[src/rtl/apb_cmd_master.sv]
// Queued APB4 master: a command FIFO feeds an IDLE/SETUP/ACCESS bus FSM,
// and every accepted command returns one response pulse, in command order.
//
// Ports:
//   pclk, preset        rising-edge clock, synchronous active-high reset
//   cmd_*               command push side (valid/ready, write, addr, wdata, strb)
//   rsp_*               one-cycle response (rdata, err, timeout), no backpressure
//   p*                  APB4 master bus signals
//   busy_o              FSM active or commands still queued (registered)
//   fifo_count_o        registered FIFO occupancy
module apb_cmd_master #(
    parameter int ADDR_W         = 32,
    parameter int DATA_W         = 32,
    parameter int FIFO_DEPTH     = 4,
    parameter int TIMEOUT_CYCLES = 16
) (
    input  logic                          pclk,
    input  logic                          preset,
    input  logic                          cmd_valid_i,
    output logic                          cmd_ready_o,
    input  logic                          cmd_write_i,
    input  logic [ADDR_W-1:0]             cmd_addr_i,
    input  logic [DATA_W-1:0]             cmd_wdata_i,
    input  logic [DATA_W/8-1:0]           cmd_strb_i,
    output logic                          rsp_valid_o,
    output logic [DATA_W-1:0]             rsp_rdata_o,
    output logic                          rsp_err_o,
    output logic                          rsp_timeout_o,
    output logic                          psel_o,
    output logic                          penable_o,
    output logic [ADDR_W-1:0]             paddr_o,
    output logic                          pwrite_o,
    output logic [DATA_W-1:0]             pwdata_o,
    output logic [DATA_W/8-1:0]           pstrb_o,
    input  logic [DATA_W-1:0]             prdata_i,
    input  logic                          pready_i,
    input  logic                          pslverr_i,
    output logic                          busy_o,
    output logic [$clog2(FIFO_DEPTH):0]   fifo_count_o
);

    localparam int STRB_W = DATA_W / 8;
    localparam int PTR_W  = $clog2(FIFO_DEPTH);
    localparam int CNT_W  = PTR_W + 1;
    localparam int TO_W   = (TIMEOUT_CYCLES > 0) ?
                            $clog2(TIMEOUT_CYCLES + 1) : 1;

    localparam logic [CNT_W-1:0] FULL_CNT = CNT_W'(FIFO_DEPTH);
    localparam logic [TO_W-1:0]  TO_LIMIT = TO_W'(TIMEOUT_CYCLES);

    typedef enum logic [1:0] {
        IDLE,
        SETUP,
        ACCESS
    } state_t;

    state_t state, state_nxt;

    // Command FIFO storage (no reset needed: guarded by count)
    logic              q_write [FIFO_DEPTH];
    logic [ADDR_W-1:0] q_addr  [FIFO_DEPTH];
    logic [DATA_W-1:0] q_wdata [FIFO_DEPTH];
    logic [STRB_W-1:0] q_strb  [FIFO_DEPTH];

    logic [PTR_W-1:0] wr_ptr, rd_ptr;
    logic [CNT_W-1:0] count, count_nxt;
    logic             full, empty, push, pop;

    logic [TO_W-1:0]  to_cnt;
    logic             xfer_done, xfer_to;

    assign full        = (count == FULL_CNT);
    assign empty       = (count == '0);
    assign cmd_ready_o = !full;
    assign push        = cmd_valid_i && !full;

    always_ff @(posedge pclk) begin
        if (push) begin
            q_write[wr_ptr] <= cmd_write_i;
            q_addr[wr_ptr]  <= cmd_addr_i;
            q_wdata[wr_ptr] <= cmd_wdata_i;
            q_strb[wr_ptr]  <= cmd_strb_i;
        end
    end

    always_comb begin
        count_nxt = count;
        unique case ({push, pop})
            2'b10:   count_nxt = count + CNT_W'(1);
            2'b01:   count_nxt = count - CNT_W'(1);
            default: count_nxt = count;
        endcase
    end

    always_ff @(posedge pclk) begin
        if (preset) begin
            wr_ptr <= '0;
            rd_ptr <= '0;
            count  <= '0;
        end else begin
            if (push) wr_ptr <= wr_ptr + PTR_W'(1);
            if (pop)  rd_ptr <= rd_ptr + PTR_W'(1);
            count <= count_nxt;
        end
    end

    // Next state; a finishing ACCESS pops directly into SETUP when work is queued
    always_comb begin
        state_nxt = state;
        pop       = 1'b0;
        xfer_done = 1'b0;
        xfer_to   = 1'b0;
        unique case (state)
            IDLE: begin
                if (!empty) begin
                    pop       = 1'b1;
                    state_nxt = SETUP;
                end
            end
            SETUP: state_nxt = ACCESS;
            ACCESS: begin
                if (pready_i)
                    xfer_done = 1'b1;
                else if (TIMEOUT_CYCLES > 0 && to_cnt == TO_LIMIT)
                    xfer_to = 1'b1;
                if (xfer_done || xfer_to) begin
                    if (!empty) begin
                        pop       = 1'b1;
                        state_nxt = SETUP;
                    end else begin
                        state_nxt = IDLE;
                    end
                end
            end
            default: state_nxt = IDLE;
        endcase
    end

    always_ff @(posedge pclk) begin
        if (preset) state <= IDLE;
        else        state <= state_nxt;
    end

    // Holds k during the k-th ACCESS cycle
    always_ff @(posedge pclk) begin
        if (preset) begin
            to_cnt <= '0;
        end else if (state == SETUP) begin
            to_cnt <= TO_W'(1);
        end else if (state == ACCESS && !(xfer_done || xfer_to)) begin
            to_cnt <= to_cnt + TO_W'(1);
        end else begin
            to_cnt <= '0;
        end
    end

    always_ff @(posedge pclk) begin
        if (preset) begin
            paddr_o  <= '0;
            pwrite_o <= 1'b0;
            pwdata_o <= '0;
            pstrb_o  <= '0;
        end else if (pop) begin
            paddr_o  <= q_addr[rd_ptr];
            pwrite_o <= q_write[rd_ptr];
            pwdata_o <= q_wdata[rd_ptr];
            pstrb_o  <= q_write[rd_ptr] ? q_strb[rd_ptr] : '0;
        end
    end

    assign psel_o    = (state != IDLE);
    assign penable_o = (state == ACCESS);

    always_ff @(posedge pclk) begin
        if (preset) begin
            rsp_valid_o   <= 1'b0;
            rsp_rdata_o   <= '0;
            rsp_err_o     <= 1'b0;
            rsp_timeout_o <= 1'b0;
            busy_o        <= 1'b0;
        end else begin
            rsp_valid_o   <= xfer_done || xfer_to;
            rsp_rdata_o   <= (xfer_done && !pwrite_o) ? prdata_i : '0;
            rsp_err_o     <= xfer_done ? pslverr_i : xfer_to;
            rsp_timeout_o <= xfer_to;
            busy_o        <= (state_nxt != IDLE) || (count_nxt != '0);
        end
    end

    assign fifo_count_o = count;

endmodule

[config.mk]
export PLATFORM = sky130hd
export DESIGN_NAME = apb_cmd_master
export DESIGN_NICKNAME = d
export VERILOG_FILES = /design/src/rtl/apb_cmd_master.sv
export SDC_FILE = /design/constraint.sdc
export NUM_CORES = 1
export LEC_CHECK = 0
export BUFFER_PORTS_ARGS = -buffer_cell sky130_fd_sc_hd__buf_2
export CAP_MARGIN = 30
export CORE_MARGIN = 2
export CORE_UTILIZATION = 53
export CTS_BUF_LIST = sky130_fd_sc_hd__clkbuf_2 sky130_fd_sc_hd__clkbuf_4 sky130_fd_sc_hd__clkbuf_8
export DETAILED_ROUTE_END_ITERATION = 6
export PLACE_DENSITY = 0.79
export SLEW_MARGIN = 20
export SYNTH_ARGS = -nofsm -noshare
export SYNTH_HDL_FRONTEND = slang
export SYNTH_SLANG_ARGS = --single-unit
[constraint.sdc]
create_clock -name pclk -period 2.6 [get_ports pclk]
set_input_delay 0.26 -clock pclk [delete_from_list [all_inputs] [get_ports pclk]]
set_output_delay 0.26 -clock pclk [all_outputs]
set_load 0.05 [all_outputs]
# After elaboration in Yosys (flattened, before gate mapping)
# Memories as Yosys holds them, arrays and structs flattened. A register that Yosys moved wholly into a read port is not among the register bits.
# Index checks and enable logic that the tools add are counted.
[totals]
input_bits = 106
wordCells = 71
out_inout_bits = 111
memories = 4
romBits = 0
latchBits = 0
reg_bits = 55
mem_bits_rw = 276
[memory_table]
columns = ["name", "depth", "word_bits", "read_ports", "rd_clocked_by_memory_dff", "write_ports", "line", "rtl"]
rows = [
  ["q_addr", 4, 32, 1, 1, 1, "61", "logic [ADDR_W-1:0] q_addr [FIFO_DEPTH];"],
  ["q_wdata", 4, 32, 1, 1, 1, "62", "logic [DATA_W-1:0] q_wdata [FIFO_DEPTH];"],
  ["q_strb", 4, 4, 1, 1, 1, "63", "logic [STRB_W-1:0] q_strb [FIFO_DEPTH];"],
  ["q_write", 4, 1, 1, 1, 1, "60", "logic q_write [FIFO_DEPTH];"],
]
[op_classes]
n_shift = 0
addsub = 5
n_bitwise = 2
n_reduce_logical = 16
magnitude_cmp = 0
n_mux = 25
div = 0
multipliers = 0
eq_ne = 6
[op_table]
columns = ["op", "count"]
rows = [
  ["1-bit two-way mux", 15],
  ["2-bit two-way mux", 6],
  ["2-bit one-hot mux with 3 select lines", 1],
  ["3-bit one-hot mux with 2 select lines", 1],
  ["5-bit by 1-bit adder with 5-bit output (second input constant)", 1],
  ["5-bit equality test (second input constant)", 1],
  ["2-bit by 1-bit adder with 2-bit output (second input constant)", 2],
  ["2-bit by 1-bit equality test with 1-bit output (second input constant)", 2],
  ["2-bit equality test (second input constant)", 2],
  ["4-bit two-way mux", 1],
  ["2-bit nonzero test", 2],
  ["3-bit by 1-bit adder with 3-bit output (second input constant)", 1],
  ["3-bit equality test (second input constant)", 1],
  ["1-bit logical AND", 3],
  ["1-bit logical NOT", 3],
  ["3-bit logical NOT", 1],
  ["1-bit logical OR", 3],
  ["3-bit nonzero test", 1],
  ["3-bit OR reduction", 1],
  ["3-bit by 1-bit subtractor with 3-bit output (second input constant)", 1],
  ["2-bit logical NOT", 1],
  ["1-bit NOT", 2],
  ["1-bit one-hot mux with 2 select lines", 1],
  ["2-bit OR reduction", 1],
]

# Logic depth before layout (Yosys ltp)
# Gate-level depths: netlist of the first run.
[depth]
word_depth = 11
depth_mapped = 13

# Least setup slack after synthesis of the first run
# No wires, ideal clock.
[synth_path]
path_type = "register to register"
from = "reg count[0] (netlist: fifo_count_o[0])"
to = "mem q_addr[0][0] (enable)"
synth_period_minus_slack_ns = 3.427
arrival_ns = 2.992
setup_slack_ns = -0.827
stages_incl_launch_ff = 3
path_cell_list = "dfxtp_1 > or3b_1 > and3_1"
[synth_via]
elab_chain_cells = 5
[synth_rtl]
columns = ["element", "line", "rtl"]
rows = [
  ["start, declared", "66", "logic [CNT_W-1:0] count, count_nxt;"],
  ["start signal, assigned", "103", "count <= count_nxt;"],
  ["3-bit equality test", "72", "assign full = (count == FULL_CNT);"],
  ["1-bit logical NOT", "-", ""],
  ["named net cmd_ready_o", "20", "output logic cmd_ready_o,"],
  ["1-bit logical AND", "75", "assign push = cmd_valid_i && !full;"],
  ["1-bit two-way mux", "78", "if (push) begin"],
  ["1-bit two-way mux (not written as such)", "80", "q_addr[wr_ptr] <= cmd_addr_i;"],
  ["end, declared", "61", ""],
]
# The timed path passes the listed nets, and every way through them passes these cells.

# Worst setup path in the final report of the first run
[layout_path]
from = "reg to_cnt[0]"
to = "reg busy_o"
[layout_via]
elab_chain_cells = 11
word_cells_on_any_way = 15
classes_between = "3 x eq/ne; 8 x mux; 4 x reduce/logical"
[layout_rtl]
columns = ["element", "line", "rtl"]
rows = [
  ["start, declared", "69", "logic [TO_W-1:0] to_cnt;"],
  ["start signal, assigned", "151", "to_cnt <= to_cnt + TO_W'(1);"],
  ["5-bit equality test *", "124", "else if (TIMEOUT_CYCLES > 0 && to_cnt == TO_LIMIT)"],
  ["1-bit two-way mux *", "124", ""],
  ["1-bit two-way mux *", "122", "if (pready_i)"],
  ["1-bit two-way mux *", "113", "unique case (state)"],
  ["1-bit logical OR *", "126", "if (xfer_done || xfer_to) begin"],
  ["1-bit two-way mux", "126", ""],
  ["1-bit one-hot mux with 2 select lines", "113", ""],
  ["2-bit by 1-bit equality test with 1-bit output or 2-bit equality test (tied branches)", "88", "unique case ({push, pop})"],
  ["3-bit one-hot mux with 2 select lines", "88", ""],
  ["3-bit nonzero test", "186", "busy_o <= (state_nxt != IDLE) || (count_nxt != '0);"],
  ["1-bit logical OR *", "186", ""],
  ["end signal, assigned", "186", ""],
  ["end, declared", "38", "output logic busy_o,"],
]
# Mark *: on every way between the ends. The rest lies on a longest branch, timed or not. The select of a mux whose other input is x is not followed.
# A chain may end at the register's enable or synchronous reset.

==> impl_metrics.json, run 1 <==
{
  "status": "finished clean",
  "clock_path_buffers": 3,
  "clock_skew_ps": 12.0,
  "dpl_cell_area_um2": 15600,
  "slew_viol_final": 0,
  "endpoint_kind": "register",
  "grt_pass1_wl_um": 46700,
  "finalCriticalPeriod_ps": 2480,
  "cp-start-kind": "register",
  "cts_tree": "yes",
  "synthTopCellsByArea": "edfxtp_1 (59%), dfxtp_1 (17%), mux4_2 (11%)",
  "first_iter_violations": 658,
  "slowest_stage": "fa_2",
  "holdWs_ps": 72.6,
  "drc": 0,
  "via_count": 8278,
  "crit_required_ps": 3050,
  "hold_path_depth": 3,
  "n_antenna_cell": 0,
  "hp-class": "primary input to register",
  "numCtsBuffers": 61,
  "avgRoutedWirePerCell_um": 19.1,
  "yosys.area.top_type": "edfxtp_1",
  "hold_viol": 0,
  "cts-root-buf": "clkbuf_8",
  "finalNetCount": 1299,
  "cts_sinks": 397,
  "syn_inst": 828,
  "max-slew-margin-rel": 0.411,
  "critPathMaxFanout": 3,
  "ys_seq_area_frac": 0.760,
  "rows": 59,
  "slowest_delay_ps": 540,
  "synth.top_cell.area_share": 0.588,
  "maxCapViolations": 0,
  "syn2layout_area_growth_pct": 28.3,
  "portBuffers": 216,
  "finalSetupViolations": 0,
  "start_util": 0.540,
  "syn_avg_cell_area_um2": 17.0,
  "leakagePower_nw": 6.72,
  "fillers": 1678,
  "die_w_um": 167,
  "r2r_cells": 11,
  "worst-path-buf-inv": 3,
  "fin_util": 0.694,
  "ys_warn_count": 0,
  "synth_nets": 942,
  "synth_area_um2": 14100,
  "synth_edf_count": 276,
  "timing.fmax_ghz": 0.404,
  "synth_cell_types": 34,
  "dpl.hpwl_um": 16700,
  "overflow": 0,
  "critical_path_class": "register to register",
  "core_um2": 26100,
  "rsz0062_at_grt": "no",
  "grtUsageTotal": 0.215,
  "tns_ps": 0,
  "ioPinCount": 217,
  "power_density_nw_per_um2": 1100,
  "globalplace.congestion": 0.765,
  "die_h_um": 167,
  "clk_latency_ps": 600,
  "detail_route.wirelength_um": 29900,
  "crit_chain": "inv_1 -> ha_1 -> nand4bb_1 -> a211o_4 -> inv_2 -> ha_2 -> inv_1 -> fa_2 -> nand3b_1 -> o21ai_1 -> a41oi_2",
  "cp_data_arrival_time_ps": 2930,
  "irDropWorstVdd_mv": 1.08,
  "design_area_um2": 18100,
  "antenna_found_initial": 1,
  "tightest_slew_ps": 883,
  "crit_cells": 11,
  "ant_nets": 0,
  "cp_top_family": "adder cells",
  "viasPerCell": 5.27,
  "synthArstFlopShare": 0,
  "layout-drive-gt1-share": 0.348,
  "ys_ff_latch": 397,
  "fin_crit_sh": 0.952,
  "die_area_um2": 27900,
  "grt_pass1_vias": 8696,
  "stdcell_count": 1570,
  "dp_cells": 1354,
  "dr.pass1.iters": 5,
  "grt_start_max_net_pins": 82,
  "yosys_most_used_dff": "edfxtp_1",
  "cts_setup_buffers": 0,
  "cts.clk_slew.worst_paths_ps": 60,
  "cp_common_cell": "inv_1",
  "ctsHtreeMaxLevel": 2
}
[Yosys cell counts, types with 7 or more instances]
master	n
a21oi_1	77
and2_1	33
buf_2	15
buf_4	11
clkbuf_1	15
dfxtp_1	121
edfxtp_1	276
ha_1	7
inv_1	10
mux4_2	69
nand2_1	140
nand3_1	7
nor2_1	11
[kinds of logic after synthesis]
kind of cell	after synthesis	share of synthesized area
buffers and inverters	53	0.0189
multiplexers	69	0.110
adder cells (fa/ha/maj)	8	0.00764
AND/OR/NAND/NOR	212	0.0681
flip-flops	397	0.760
AO/OA/AOI/OAI	82	0.0302
XOR/XNOR	7	0.00435
[power breakdown]
group	switching (mW)	leakage, nW	internal [mW]
Clock	2.30	0.735	3.36
Combinational	4.09	2.47	1.86
Sequential	0.537	3.52	7.81
Total	6.92	6.72	13.0
[final timing paths]
path / startpoint / endpoint / slack [ps]
worst max-delay path: to_cnt[0]$_SDFF_PP0_ / busy_o$_SDFF_PP0_ / 120
worst min-delay path: preset / rsp_valid_o$_SDFF_PP0_ / 70
worst max register to register: to_cnt[0]$_SDFF_PP0_ / busy_o$_SDFF_PP0_ / 120
worst min register to register: pwdata_o[12]$_SDFFE_PP0P_ / pwdata_o[12]$_SDFFE_PP0P_ / 450
[metrics by stage]
step / power, mW / worst slack (ps)
after floorplan: 12.7 / 32.8
after global placement: 14.1 / 127
after detailed placement: 14.3 / 52.8
after CTS: 20.1 / 30.6
after global routing: 20.8 / 20.5
final: 20.0 / 124
[cells in the final DEF (no fill, tap or decap), types with 5 or more instances in the layout]
cell type	n
buf_12	8
ha_1	6
and2_1	33
clkinv_2	6
edfxtp_1	276
nand3_1	7
clkbuf_8	74
buf_2	215
clkbuf_4	20
nand2_1	140
nor2_1	11
buf_4	10
a21oi_1	77
mux4_2	69
dlygate4sd3_1	103
inv_1	10
dfxtp_1	116
bufinv_16	5
[flip-flops by register name, summed over array words and instances, names as in the netlist, named ones only]
signal         flops
rd_ptr             2
rsp_valid_o        1
busy_o             1
q_strb            16
paddr_o           32
wr_ptr             2
pstrb_o            4
q_write            4
q_wdata          128
q_addr           128
to_cnt             5
rsp_rdata_o       32
pwrite_o           1
rsp_timeout_o      1
fifo_count_o       3
rsp_err_o          1
state              2
pwdata_o          32
[per-layer routing]
| layer | global-route usage | routed length (um) | up-vias |
|---|---|---|---|
| met5 | 0 | 13 | - |
| met4 | 0.0712 | 592 | 2 |
| met3 | 0.0504 | 1870 | 54 |
| met2 | 0.369 | 15200 | 293 |
| met1 | 0.272 | 12300 | 4121 |
| li1 | - | - | 3808 |
[repair_timing]
action | in CTS | in global routing
hold buffers | 103 | 0
endpoints found under the setup margin | 0 | 1
endpoints found under the hold margin | 311 | 0
gates resized for setup | 0 | 4
[worst min-delay path: cells and delay by family]
kind                   cells  cell delay, ps
AND/OR/NAND/NOR            2             230
buffers and inverters      1             120
[layout make-up]
class	count	area [um^2]	share of cell area
Tap cell	335	419	0.0232
Timing Repair Buffer	336	2340	0.130
Clock buffer	94	1170	0.0647
Clock inverter	19	230	0.0127
Inverter	11	41.3	0.00228
Sequential cell	397	10700	0.593
Multi-Input combinational cell	378	3150	0.174
(Power assumes the default switching activity.)
==> run 2: changes to the inputs <==
--- a/config.mk
+++ b/config.mk
@@ -5,8 +5,9 @@
 export SDC_FILE = /design/constraint.sdc
 export NUM_CORES = 1
 export LEC_CHECK = 0
+export ABC_AREA = 1
 export BUFFER_PORTS_ARGS = -buffer_cell sky130_fd_sc_hd__buf_2
-export CAP_MARGIN = 30
+export CAP_MARGIN = 40
 export CORE_MARGIN = 2
 export CORE_UTILIZATION = 53
 export CTS_BUF_LIST = sky130_fd_sc_hd__clkbuf_2 sky130_fd_sc_hd__clkbuf_4 sky130_fd_sc_hd__clkbuf_8
==> run 2 against run 1 <==
Net effect: design area grew 3.0%; sequential cell count unchanged; global-route usage is 1.1 points higher; first-iteration DRC count increased by 3.2%; hold slack gained 130 ps; fmax increased by 3.2%; setup slack gained 77 ps; die area rose by 4.2%; clock-buffer cell count shrank 9; clock skew is 12 ps higher; highest routed layer is now met4.
==> impl_metrics.json, run 2 <==
{
  "status": "finished clean",
  "crit_chain": "inv_1 -> ha_1 -> nand2_1 -> inv_1 -> nand2_2 -> nand3_2 -> nand2_4 -> inv_2 -> ha_1 -> inv_1 -> fa_1 -> o21ai_1 -> nor2_1 -> nand3_1 -> nor2_1 -> nor2_1",
  "worst-path-buf-inv": 4,
  "grt_pass1_wl_um": 51600,
  "portBuffers": 216,
  "layout-drive-gt1-share": 0.223,
  "fillers": 1883,
  "first_iter_violations": 679,
  "detail_route.wirelength_um": 32900,
  "endpoint_kind": "register",
  "reg2reg_from": "to_cnt[0]$_SDFF_PP0_",
  "crit_required_ps": 3110,
  "power_frac_seq": 0.387,
  "cp_top_family": "adder cells",
  "slew_viol_final": 0,
  "rows": 60,
  "reg.largest.list": "q_addr (128), q_wdata (128)",
  "syn_avg_cell_area_um2": 11.4,
  "dpl_cell_area_um2": 16100,
  "synth_cell_types": 29,
  "hold_viol": 0,
  "overflow": 0,
  "cp-start-kind": "register",
  "synth_nets": 1404,
  "via_count": 10400,
  "maxCapViolations": 0,
  "synthTopCellsByArea": "edfxtp_1 (56%), dfxtp_1 (16%), nor2_1 (6.3%)",
  "cts_sinks": 397,
  "leakagePower_nw": 7.42,
  "critPathMaxFanout": 7,
  "irDropWorstVdd_mv": 0.873,
  "p_int_mw": 13.2,
  "globalplace.congestion": 0.777,
  "fin_util": 0.687,
  "synth_edf_count": 276,
  "numCtsBuffers": 60,
  "yosys.area.top_type": "edfxtp_1",
  "fin_ws_ps": 202,
  "r2r_end": "busy_o$_SDFF_PP0_",
  "die_w_um": 170,
  "yosys_most_used_dff": "edfxtp_1",
  "r2r_cells": 16,
  "min_to": "wr_ptr[1]$_SDFFE_PP0P_",
  "cts-root-buf": "clkbuf_8",
  "start_util": 0.542,
  "p_clk_frac": 0.261,
  "max-slew-margin-rel": 0.550,
  "slowest_delay_ps": 400,
  "die_h_um": 170,
  "syn_inst": 1290,
  "drc": 0,
  "place_ws_ps": 250,
  "power_frac_comb": 0.351,
  "grt_start_max_net_pins": 131,
  "syn2layout_area_growth_pct": 26.8,
  "viasPerCell": 5.08,
  "hp-class": "primary input to register",
  "ys_ff_latch": 397,
  "final_cell_mix": "edfxtp_1 (276), nor2_1 (244), buf_2 (215), o21ai_0 (171), nand2_1 (169)",
  "stdcell_count": 2051,
  "synth.top_cell.area_share": 0.564,
  "grt_pass1_vias": 10400,
  "r2r_slack_ps": 200,
  "layout_commonest_cell": "edfxtp_1",
  "fin_crit_sh": 0.922,
  "critical_path_class": "register to register",
  "finalSetupViolations": 0,
  "synth_most_common_cell": "edfxtp_1",
  "die_area_um2": 29100,
  "timing.fmax_ghz": 0.417,
  "core_um2": 27100,
  "finalNetCount": 1738,
  "rsz0062_at_grt": "no",
  "min_from": "cmd_valid_i",
  "cts.clk_slew.worst_paths_ps": 70,
  "slowest_stage": "fa_1",
  "clock_path_buffers": 3,
  "clk_latency_ps": 590,
  "avgRoutedWirePerCell_um": 16.1,
  "hold_path_depth": 3,
  "synthArstFlopShare": 0,
  "cp_data_arrival_time_ps": 2910,
  "cts_tree": "yes",
  "dr.pass1.iters": 5,
  "dp_cells": 1827,
  "design_area_um2": 18600,
  "clock_skew_ps": 24.1,
  "swShare": 0.387,
  "synth_area_um2": 14700,
  "ioPinCount": 217,
  "ctsHtreeMaxLevel": 2,
  "finalCriticalPeriod_ps": 2400,
  "dpl.hpwl_um": 17700,
  "power_density_nw_per_um2": 1150,
  "power.switching_mw": 8.32,
  "holdWs_ps": 206,
  "ys_seq_area_frac": 0.729,
  "synth_commonest_cells": "edfxtp_1 (276), nor2_1 (248), nand2_1 (172), o21ai_0 (172), dfxtp_1 (121)",
  "tightest_slew_ps": 675,
  "grtUsageTotal": 0.226,
  "antenna_found_initial": 2,
  "ys_warn_count": 0,
  "ant_nets": 0
}
## run 2: changes by cell type in the layout (fill, tap and decap cells not counted), moves of 10 or more
cell     before  now
mux4_2       69    0
inv_1        10   78
nor2_1       11  244
o21ai_1       1   25
o21ai_0       2  171
nor2_2        0   10
and2_1       33    0
nand2_1     140  169
## run 2: area by class of cell
class | instances | area (um^2) | share of cell area
flip-flops and latches | 397 | 10700 | 0.576
multi-input cells | 739 | 3340 | 0.179
repair buffers | 343 | 2400 | 0.129
clock buffers | 85 | 1040 | 0.0561
well taps | 372 | 465 | 0.0250
clock inverters | 29 | 327 | 0.0175
inverters | 83 | 314 | 0.0169
diodes | 3 | 7.51 | 0.000403
## run 2: kinds of logic (layout without fill, tap and decap cells)
kind of cell               Yosys count  after routing  share of synthesized area
AOI/OAI and AO/OA                  274            274                     0.0945
xor gates and xnor gates             4              4                    0.00239
adders and majority gates            8              8                    0.00733
buffers and inverters              154            540                     0.0464
DFF                                397            397                      0.729
other                                0              3                          0
and+or+nand+nor                    453            453                      0.120
## run 2: power groups by stage
stage / sequential [mW] / clock (mW) / combinational [mW]
after floorplan: 10.2 / 0 / 3.72
final: 8.32 / 5.62 / 7.54
after global placement: 8.40 / 0 / 7.12
after CTS: 8.32 / 5.71 / 7.42
after global routing: 8.42 / 6.00 / 8.31
after detailed placement: 8.45 / 0 / 7.27
## run 2: timing repair
action / in CTS / in global routing
resized for setup: 0 / 1
setup buffers: 0 / 0
endpoints found under the setup margin: 0 / 1
hold endpoints to repair: 312 / 0
hold buffers: 105 / 0
## run 2: layer usage
| metal | vias up | GRT usage | share of wire |
|---|---|---|---|
| met2 | 335 | 0.407 | 0.51 |
| met4 | 0 | 0.0821 | 0.023 |
| met3 | 63 | 0.0528 | 0.062 |
| met1 | 4975 | 0.265 | 0.40 |
| li1 | 5041 | - | - |
| met5 | - | 0 | 0 |
## run 2: worst max-delay path by stage
stage,startpoint,to,slack [ps],cells after the start
global placement,to_cnt[0]$_SDFF_PP0_,busy_o$_SDFF_PP0_,340,16
CTS,to_cnt[0]$_SDFF_PP0_,busy_o$_SDFF_PP0_,240,16
floorplan,fifo_count_o[0]$_SDFF_PP0_,q_addr[0][0]$_DFFE_PP_,-40,4
detailed placement,to_cnt[0]$_SDFF_PP0_,busy_o$_SDFF_PP0_,250,16
global route,to_cnt[0]$_SDFF_PP0_,busy_o$_SDFF_PP0_,40,16
finish,to_cnt[0]$_SDFF_PP0_,busy_o$_SDFF_PP0_,200,16
## run 2: worst register-to-register path, cell delays in order (launching register included)
cell     delay (ps)
dfxtp_1         360
inv_1            80
ha_1            210
nand2_1          60
inv_1            40
nand2_2         100
nand3_2         160
nand2_4         110
inv_2            40
ha_1            180
inv_1            90
fa_1            400
o21ai_1         220
nor2_1           80
nand3_1          70
nor2_1           50
nor2_1           90
## run 2: metrics by stage
| stage | total power [mW] | setup TNS (ps) |
|---|---|---|
| CTS | 21.4 | 0 |
| finish | 21.5 | 0 |
| global route | 22.7 | 0 |
| floorplan | 13.9 | -5760 |
| global placement | 15.5 | 0 |
| detailed placement | 15.7 | 0 |
==> run 3: changes to the inputs <==
--- a/config.mk
+++ b/config.mk
@@ -9,10 +9,12 @@
 export BUFFER_PORTS_ARGS = -buffer_cell sky130_fd_sc_hd__buf_2
 export CAP_MARGIN = 40
 export CORE_MARGIN = 2
-export CORE_UTILIZATION = 53
+export CORE_UTILIZATION = 50
 export CTS_BUF_LIST = sky130_fd_sc_hd__clkbuf_2 sky130_fd_sc_hd__clkbuf_4 sky130_fd_sc_hd__clkbuf_8
 export DETAILED_ROUTE_END_ITERATION = 6
-export PLACE_DENSITY = 0.79
+export GPL_TIMING_DRIVEN = 0
+export PLACE_DENSITY = 0.75
+export SETUP_SLACK_MARGIN = 0.4
 export SLEW_MARGIN = 20
 export SYNTH_ARGS = -nofsm -noshare
 export SYNTH_HDL_FRONTEND = slang
==> run 3 against run 2 <==
Net effect: clock skew grew 7.1 ps; register-to-register slack better by 170 ps; sequential share of layout area shrank 1.6 points; sequential power down 0.8%; non-clock buffer count grew 68; first-iteration DRC count grew 11%; clock-buffer cell count rose by 21; setup slack better by 170 ps; hold slack worse by 96 ps.
==> impl_metrics.json, run 3 (same netlist as run 2, synthesis figures left out) <==
{
  "grt_pass1_vias": 10800,
  "globalplace.congestion": 0.806,
  "via_count": 10700,
  "dp_cells": 1902,
  "rsz0062_at_grt": "yes",
  "rows": 62,
  "final_cell_mix": "edfxtp_1 (276), nor2_1 (243), buf_2 (228), o21ai_0 (171), nand2_1 (169)",
  "fin_crit_sh": 0.857,
  "ant_nets": 0,
  "finalSetupViolations": 0,
  "status": "finished clean",
  "finalNetCount": 1813,
  "power_density_nw_per_um2": 1150,
  "timing.fmax_ghz": 0.449,
  "layout-drive-gt1-share": 0.240,
  "n_antenna_cell": 0,
  "clock_skew_ps": 31.3,
  "critical_path_class": "register to register",
  "dr.pass1.iters": 7,
  "max-slew-margin-rel": 0.554,
  "tightest_slew_ps": 668,
  "slew_viol_final": 0,
  "syn2layout_area_growth_pct": 30.5,
  "critPathMaxFanout": 2,
  "first_iter_violations": 754,
  "holdWs_ps": 110,
  "finalCriticalPeriod_ps": 2230,
  "cp-start-kind": "register",
  "cts-root-buf": "clkbuf_8",
  "r2r_end": "busy_o$_SDFF_PP0_",
  "reg.largest.list": "q_addr (128), q_wdata (128)",
  "drc": 0,
  "clock_path_buffers": 3,
  "min_from": "cmd_valid_i",
  "portBuffers": 215,
  "numCtsBuffers": 67,
  "layout_commonest_cell": "edfxtp_1",
  "cts_tree": "yes",
  "die_h_um": 175,
  "endpoint_kind": "register",
  "min_to": "wr_ptr[0]$_SDFFE_PP0P_",
  "r2r_slack_ps": 370,
  "overflow": 0,
  "hp-class": "primary input to register",
  "avgRoutedWirePerCell_um": 16.7,
  "antenna_found_initial": 1,
  "tns_ps": 0,
  "reg2reg_from": "to_cnt[1]$_SDFF_PP0_",
  "grt_start_max_net_pins": 24,
  "dpl.hpwl_um": 22400,
  "crit_required_ps": 3020,
  "viasPerCell": 5.00,
  "die_area_um2": 30800,
  "grt_pass1_wl_um": 55100,
  "grtUsageTotal": 0.230,
  "hold_viol": 0,
  "irDropWorstVdd_mv": 0.922,
  "stdcell_count": 2137,
  "die_w_um": 175,
  "leakagePower_nw": 7.66,
  "cts.clk_slew.worst_paths_ps": 60,
  "ctsHtreeMaxLevel": 3,
  "fin_util": 0.666,
  "cp_data_arrival_time_ps": 2650,
  "maxCapViolations": 0,
  "r2r_cells": 17,
  "cts_sinks": 397,
  "start_util": 0.510,
  "detail_route.wirelength_um": 35700,
  "clk_latency_ps": 560,
  "hold_path_depth": 3,
  "ioPinCount": 217,
  "core_um2": 28800
}
-- run 3: cell count changes in the layout (fill, tap and decap cells not counted), moves of 6 or more --
cell	before	now
clkinv_2	10	4
buf_2	215	228
buf_4	15	21
clkbuf_4	20	27
buf_6	0	7
clkbuf_8	65	79
clkbuf_1	0	37
bufinv_16	7	0
-- run 3: metrics by stage --
| stage | area [um^2] | worst slack, ps | total power, mW |
|---|---|---|---|
| finish | 19200 | 372 | 22.1 |
| global route | 19200 | 240 | 23.4 |
| CTS | 19100 | 365 | 22.2 |
| detailed placement | 16600 | 48.5 | 16.4 |
| global placement | 16300 | -328 | 16.2 |
| floorplan | 14800 | 368 | 14.0 |
-- run 3: how the worst max path moves through the flow --
stage,start,to,cells past startpoint
6_report,to_cnt[1]$_SDFF_PP0_,busy_o$_SDFF_PP0_,17
3_5_place_dp,to_cnt[0]$_SDFF_PP0_,busy_o$_SDFF_PP0_,17
5_1_grt,to_cnt[0]$_SDFF_PP0_,busy_o$_SDFF_PP0_,17
3_3_place_gp,fifo_count_o[0]$_SDFF_PP0_,q_addr[3][18]$_DFFE_PP_,4
4_1_cts,to_cnt[1]$_SDFF_PP0_,busy_o$_SDFF_PP0_,17
2_1_floorplan,fifo_count_o[1]$_SDFF_PP0_,q_addr[0][0]$_DFFE_PP_,4
-- run 3: what timing repair did --
action | CTS | global route
setup endpoints to repair | 3 | 1
pin swaps | 5 | 4
resized for setup | 10 | 1
hold endpoints to repair | 310 | 0
setup buffers | 7 | 1
hold buffers | 103 | 0
-- run 3: report_power, final --
| group | leakage [nW] | internal (mW) | switching [mW] |
|---|---|---|---|
| Clock | 0.738 | 3.17 | 2.38 |
| Combinational | 3.39 | 2.36 | 5.97 |
| Sequential | 3.52 | 7.81 | 0.438 |
| Total | 7.66 | 13.3 | 8.79 |
-- run 3: layout make-up --
cell class                      count  area [um^2]
Sequential cell                   397        10700
Clock inverter                     17         92.6
Clock buffer                      106         1290
Fill cell                        2101         9610
Timing Repair Buffer              340         2480
Buffer                             71          377
Tap cell                          384          480
Multi-Input combinational cell    739         3410
Inverter                           83          312
-- run 3: critical path: stages (launching register included) --
cell	delay (ps)
dfxtp_2	330
inv_2	60
ha_4	120
nand2_1	40
inv_1	60
nand2_2	70
nand3_4	80
nand2_4	60
inv_2	70
buf_6	100
ha_4	120
inv_2	40
fa_1	490
o21ai_2	60
nor2_1	130
nand3_1	80
nor2_1	130
nor2_1	60
-- run 3: routing by layer --
metal,global-route usage,vias to the layer above,part of all wire
li1,-,5186,-
met5,0,-,0.00036
met1,0.277,4955,0.39
met3,0.0517,86,0.083
met4,0.0962,2,0.029
met2,0.400,466,0.49
